<file path="src/rtl/pipe_ctrl_pkg.sv">
// Shared types and constants for the pipelined CPU controller.
package pipe_ctrl_pkg;

    localparam int unsigned CTRL_ALUC_W = 4;

    localparam logic [4:0] OP_ADD   = 5'b00000;
    localparam logic [4:0] OP_LOAD  = 5'b01000;
    localparam logic [4:0] OP_STORE = 5'b01001;
    localparam logic [4:0] OP_BEQ   = 5'b10000;
    localparam logic [4:0] OP_J     = 5'b10010;

    // ALU operation encodings driven onto ex_alucontrol
    localparam logic [CTRL_ALUC_W-1:0] ALU_ADD = 4'b0010;
    localparam logic [CTRL_ALUC_W-1:0] ALU_SUB = 4'b0110;

    typedef struct packed {
        logic [CTRL_ALUC_W-1:0] alucontrol;
        logic                   imm;
        logic                   memwe;
        logic                   load;
        logic                   regwe;
        logic                   regchange;
        logic                   is_branch;
        logic                   is_jump;
    } ctrl_t;

    typedef enum logic {
        RUN   = 1'b0,
        FLUSH = 1'b1
    } state_t;

    localparam ctrl_t CTRL_BUBBLE = '0;

endpackage

</file>
<file path="src/rtl/ctrl_decode.sv">
// Combinational opcode decoder: ID-stage opcode to control word.
module ctrl_decode
    import pipe_ctrl_pkg::*;
(
    input  logic       instr_valid,
    input  logic [4:0] opcode,
    output ctrl_t      ctrl
);

    // Unknown opcodes and invalid slots decode to a bubble
    always_comb begin
        ctrl = CTRL_BUBBLE;
        if (instr_valid) begin
            unique case (opcode)
                OP_ADD: begin
                    ctrl.alucontrol = ALU_ADD;
                    ctrl.regwe      = 1'b1;
                end
                OP_LOAD: begin
                    ctrl.alucontrol = ALU_ADD;
                    ctrl.imm        = 1'b1;
                    ctrl.load       = 1'b1;
                    ctrl.regwe      = 1'b1;
                    ctrl.regchange  = 1'b1;
                end
                OP_STORE: begin
                    ctrl.alucontrol = ALU_ADD;
                    ctrl.imm        = 1'b1;
                    ctrl.memwe      = 1'b1;
                end
                OP_BEQ: begin
                    ctrl.alucontrol = ALU_SUB;
                    ctrl.is_branch  = 1'b1;
                end
                OP_J: begin
                    ctrl.is_jump = 1'b1;
                end
                default: ctrl = CTRL_BUBBLE;
            endcase
        end
    end

endmodule

</file>
<file path="src/rtl/pipe_controller.sv">
// Pipelined CPU controller: ID decode, EX/MEM/WB control registers,
// load-use stall and EX-stage branch/jump resolution with flush.
// Optional macro PIPE_CTRL_PERF_EN adds saturating stall/flush counters.
module pipe_controller
    import pipe_ctrl_pkg::*;
#(
    parameter int unsigned INSTR_W    = 8,
    parameter int unsigned REG_W      = 3,
    parameter int unsigned FLAG_W     = 4,
    parameter int unsigned ALUC_W     = 4,
    parameter int unsigned BR_PENALTY = 2
) (
    input  logic               clk,
    input  logic               reset,
    input  logic               instr_valid,
    input  logic [INSTR_W-1:0] instr,
    input  logic [FLAG_W-1:0]  aluflags,
    output logic               stall,
    output logic               flush,
    output logic [2:0]         pccontrol,
    output logic [ALUC_W-1:0]  ex_alucontrol,
    output logic               ex_imm,
    output logic               mem_we,
    output logic               mem_load,
    output logic               wb_regwe,
`ifdef PIPE_CTRL_PERF_EN
    output logic               wb_regchange,
    output logic [15:0]        perf_stalls,
    output logic [15:0]        perf_flushes
`else
    output logic               wb_regchange
`endif
);

    ctrl_t            id_ctrl;
    ctrl_t            ex_q;
    logic [REG_W-1:0] ex_dst_q;
    logic             mem_we_q, mem_load_q, mem_regwe_q, mem_regchange_q;
    logic             wb_regwe_q, wb_regchange_q;
    state_t           state_q;
    logic [2:0]       cnt_q;
    logic             take, hazard;
    logic             unused_flags;

    assign unused_flags = ^aluflags[FLAG_W-1:1];

    ctrl_decode u_decode (
        .instr_valid (instr_valid),
        .opcode      (instr[INSTR_W-1:INSTR_W-5]),
        .ctrl        (id_ctrl)
    );

    // Hazard and redirect decisions; a redirect always overrides a stall
    always_comb begin
        take      = ex_q.is_jump | (ex_q.is_branch & aluflags[0]);
        hazard    = ex_q.load & instr_valid & (instr[REG_W-1:0] == ex_dst_q);
        flush     = take | (state_q == FLUSH);
        stall     = hazard & ~flush;
        pccontrol = 3'd0;
        if (ex_q.is_jump) begin
            pccontrol = 3'd2;
        end else if (take) begin
            pccontrol = 3'd1;
        end
    end

    // Flush FSM: stays in FLUSH for the remaining penalty cycles after a redirect
    always_ff @(posedge clk) begin
        if (reset) begin
            state_q <= RUN;
            cnt_q   <= 3'd0;
        end else begin
            case (state_q)
                RUN: begin
                    if (take && BR_PENALTY > 1) begin
                        state_q <= FLUSH;
                        cnt_q   <= 3'(BR_PENALTY - 1);
                    end
                end
                FLUSH: begin
                    cnt_q <= cnt_q - 3'd1;
                    if (cnt_q == 3'd1) begin
                        state_q <= RUN;
                    end
                end
                default: begin
                    state_q <= RUN;
                    cnt_q   <= 3'd0;
                end
            endcase
        end
    end

    // Stage registers: EX takes a bubble on stall or flush; MEM and WB always advance
    always_ff @(posedge clk) begin
        if (reset) begin
            ex_q            <= CTRL_BUBBLE;
            ex_dst_q        <= '0;
            mem_we_q        <= 1'b0;
            mem_load_q      <= 1'b0;
            mem_regwe_q     <= 1'b0;
            mem_regchange_q <= 1'b0;
            wb_regwe_q      <= 1'b0;
            wb_regchange_q  <= 1'b0;
        end else begin
            ex_q            <= (stall || flush) ? CTRL_BUBBLE : id_ctrl;
            ex_dst_q        <= instr[REG_W-1:0];
            mem_we_q        <= ex_q.memwe;
            mem_load_q      <= ex_q.load;
            mem_regwe_q     <= ex_q.regwe;
            mem_regchange_q <= ex_q.regchange;
            wb_regwe_q      <= mem_regwe_q;
            wb_regchange_q  <= mem_regchange_q;
        end
    end

    assign ex_alucontrol = ALUC_W'(ex_q.alucontrol);
    assign ex_imm        = ex_q.imm;
    assign mem_we        = mem_we_q;
    assign mem_load      = mem_load_q;
    assign wb_regwe      = wb_regwe_q;
    assign wb_regchange  = wb_regchange_q;

`ifdef PIPE_CTRL_PERF_EN
    logic [15:0] perf_stalls_q, perf_flushes_q;

    // Saturating event counters
    always_ff @(posedge clk) begin
        if (reset) begin
            perf_stalls_q  <= '0;
            perf_flushes_q <= '0;
        end else begin
            if (stall && perf_stalls_q != 16'hFFFF) begin
                perf_stalls_q <= perf_stalls_q + 16'd1;
            end
            if (flush && perf_flushes_q != 16'hFFFF) begin
                perf_flushes_q <= perf_flushes_q + 16'd1;
            end
        end
    end

    assign perf_stalls  = perf_stalls_q;
    assign perf_flushes = perf_flushes_q;
`endif

endmodule

</file>
<file path="config.mk">
export PLATFORM = sky130hd
export DESIGN_NAME = pipe_controller
export DESIGN_NICKNAME = d
export VERILOG_FILES = /design/src/rtl/pipe_ctrl_pkg.sv /design/src/rtl/ctrl_decode.sv /design/src/rtl/pipe_controller.sv
export SDC_FILE = /design/constraint.sdc
export NUM_CORES = 1
export LEC_CHECK = 0
export CAP_MARGIN = 5
export CELL_PAD_IN_SITES_DETAIL_PLACEMENT = 0
export CELL_PAD_IN_SITES_GLOBAL_PLACEMENT = 1
export CORE_ASPECT_RATIO = 1.75
export CORE_UTILIZATION = 31
export DETAILED_ROUTE_END_ITERATION = 6
export GPL_ROUTABILITY_DRIVEN = 0
export MAX_ROUTING_LAYER = met4
export PLACE_DENSITY_LB_ADDON = 0.1
export SLEW_MARGIN = 40
export SYNTH_ARGS = -nofsm -noshare
export SYNTH_HDL_FRONTEND = slang
export SYNTH_SLANG_ARGS = --single-unit
export TNS_END_PERCENT = 30
</file>
<file path="constraint.sdc">
create_clock -name clk -period 1.7 [get_ports clk]
set_input_delay 0.255 -clock clk [delete_from_list [all_inputs] [get_ports clk]]
set_output_delay 0.255 -clock clk [all_outputs]
set_load 0.05 [all_outputs]
</file>
==> impl_metrics.env <==
export IMPL_yosysWarnings=0
export IMPL_r2r_slack_ns=0.47
export IMPL_setup_tns_ns=0
export IMPL_final_common_cell="dfxtp_1"
export IMPL_setup_ws_ns=0.0574
export IMPL_finalMaxSlewViolations=0
export IMPL_reg2regPathDepth=4
export IMPL_endpoint_kind="primary output"
export IMPL_fill_cells=231
export IMPL_clock_skew_final_ns=0.00120
export IMPL_worstPathArrival_ns=1.39
export IMPL_holdPathEnd="ex_dst_q[1]"
export IMPL_hpwl_mm=1.09
export IMPL_hold_viol_final=0
export IMPL_htreeDepth=1
export IMPL_clk_path_buf_depth=2
export IMPL_dp_worst_setup_slack_ns=-0.107
export IMPL_clk_latency_ns=0.26
export IMPL_fp_coreArea_mm2=0.00233
export IMPL_yosysTopAreaCell="dfxtp_1"
export IMPL_first_pass_iters=3
export IMPL_io_buffers=22
export IMPL_p_total_mw=0.868
export IMPL_avgSynthCellArea_um2=10.0
export IMPL_grtUsageTotal_pct=13.6
export IMPL_drt_iter0_drc=12
export IMPL_grt_pass1_vias=549
export IMPL_cts_buffers=3
export IMPL_r2r_start="ex_q[1]"
export IMPL_synthCells=77
export IMPL_rows=23
export IMPL_antenna_found_initial=0
export IMPL_total_leakage_power_nw=0.427
export IMPL_ant_nets=0
export IMPL_die_h_um=68.0
export IMPL_fin_crit_sh_pct=96.6
export IMPL_synth_distinct_cells=25
export IMPL_synth_edf_count=0
export IMPL_wl_per_cell_um=11.1
export IMPL_drt_vias_per_instance=4.46
export IMPL_yosys_top_cells_area="dfxtp_1 49%, nor2b_1 7.3%, buf_4 5.8%"
export IMPL_grt_max_degree=13
export IMPL_crit_fanout=2
export IMPL_cts_root_buffer="clkbuf_8"
export IMPL_criticalPathCategory="reg -> out"
export IMPL_async_flop_share_pct=0
export IMPL_min_from="instr[1]"
export IMPL_cts_setup_buffers=0
export IMPL_drt_total_wl_mm=1.40
export IMPL_fin_crit_ns=1.64
export IMPL_cts_tree="yes"
export IMPL_drc=0
export IMPL_start_kind="flop"
export IMPL_io_pin_count=29
export IMPL_initial_core_util_pct=33.1
export IMPL_dieWidth_um=39.7
export IMPL_layout_drive_gt1_share_pct=22.5
export IMPL_area_growth_pct=39.7
export IMPL_status="complete, no violations"
export IMPL_max_freq_mhz=609
export IMPL_synth_top_cell_area_share_pct=49.3
export IMPL_grt_pass1_wl_mm=2.33
export IMPL_ys_seq_area_share_pct=49.3
export IMPL_setup_viol=0
export IMPL_final_cell_mix="19 x dfxtp_1, 11 x clkdlybuf4s50_1, 10 x buf_4"
export IMPL_hp_class="in -> reg"
export IMPL_synth_main_ff_cell="dfxtp_1"
export IMPL_peakVddDrop_v=0.000336
export IMPL_die_area_mm2=0.00270
export IMPL_crit_start="ex_dst_q[0]"
export IMPL_holdPathStages=2
export IMPL_nNetsFinal=120
export IMPL_n_antenna_cell=0
export IMPL_crit_required_ns=1.44
export IMPL_rsz0062_at_grt="false"
export IMPL_num_vias=566
export IMPL_clk_pin_slew_worst_paths_ns=0.07
export IMPL_ys_ff_latch=19
export IMPL_drv_cap=0
export IMPL_reg2reg_to="ex_q[3]"
export IMPL_power_density_mw_per_mm2=805
export IMPL_syn_area_um2=772
export IMPL_clock_sinks=19
export IMPL_globalRoute_totalOverflow=0
cell type report:
class                   count  area, um^2  share of cell area (%)
clock buffers               4        45.0                    4.18
well taps                  25        31.3                    2.90
flip-flops and latches     19         380                    35.3
inverters                   4        15.0                    1.39
repair buffers             26         251                    23.3
multi-input cells          49         355                    32.9
cell usage after synthesis (2+ instances only):
cell	instances
xor2_1	3
ha_1	2
nor4_1	2
a21oi_1	3
dfxtp_1	19
nand2_1	5
nor3_1	3
nor2b_1	9
buf_4	6
nor2_1	7
inv_1	4
metrics by stage:
stage	hold slack (ns)	area [um^2]	util (%)	instances
floorplan	0.327	779	-	79
global placement	0.424	1020	43.6	123
detailed placement	0.426	1020	43.6	123
CTS	0.416	1080	46.3	127
global route	0.424	1080	46.3	127
finish	0.418	1080	46.3	127
worst max-delay path by stage:
| stage | end | cells after the start |
|---|---|---|
| finish | stall | 4 |
| global placement | stall | 5 |
| floorplan | stall | 3 |
| detailed placement | stall | 5 |
| CTS | stall | 4 |
| global route | stall | 4 |
critical path: stages (launching register included):
cell and delay, ns:
dfxtp_1 0.33, xor2_2 0.19, nor4_4 0.29, and2_4 0.20, buf_12 0.13
repair_timing:
item,in CTS,in global routing
hold buffers,0,0
setup endpoints to repair,1,0
resized for setup,7,0
state kept, by name, indices dropped and copies added (netlist names):
register	flops
ex_q	5
cnt_q	3
ex_dst_q	3
ex_alucontrol	1
ex_imm	1
mem_regchange_q	1
mem_regwe_q	1
mem_we	1
state_q	1
wb_regchange	1
wb_regwe	1
power breakdown:
| group | internal (mW) | switching, mW | total [mW] | leakage, nW |
|---|---|---|---|---|
| Clock | 0.167 | 0.149 | 0.316 | 0.0228 |
| Combinational | 0.0408 | 0.0548 | 0.0956 | 0.250 |
| Sequential | 0.452 | 0.00464 | 0.457 | 0.154 |
logic make-up after synthesis:
logic type,after synthesis,share of synthesized area [%]
AO/OA/AOI/OAI,7,7.29
AND/OR/NAND/NOR,34,28.0
flip-flops,19,49.3
other,1,0.486
XOR/XNOR,3,3.40
buffers and inverters,11,8.26
adder cells (fa/ha/maj),2,3.24
layer usage:
metal	global-route usage, %	vias up	wire [um]
met4	12.9	0	59
met3	1.95	5	45
li1	-	291	-
met1	13.1	256	525
met2	21.9	14	774
met5	-	-	0
No activity file was read; power rests on OpenSTA's default activity.
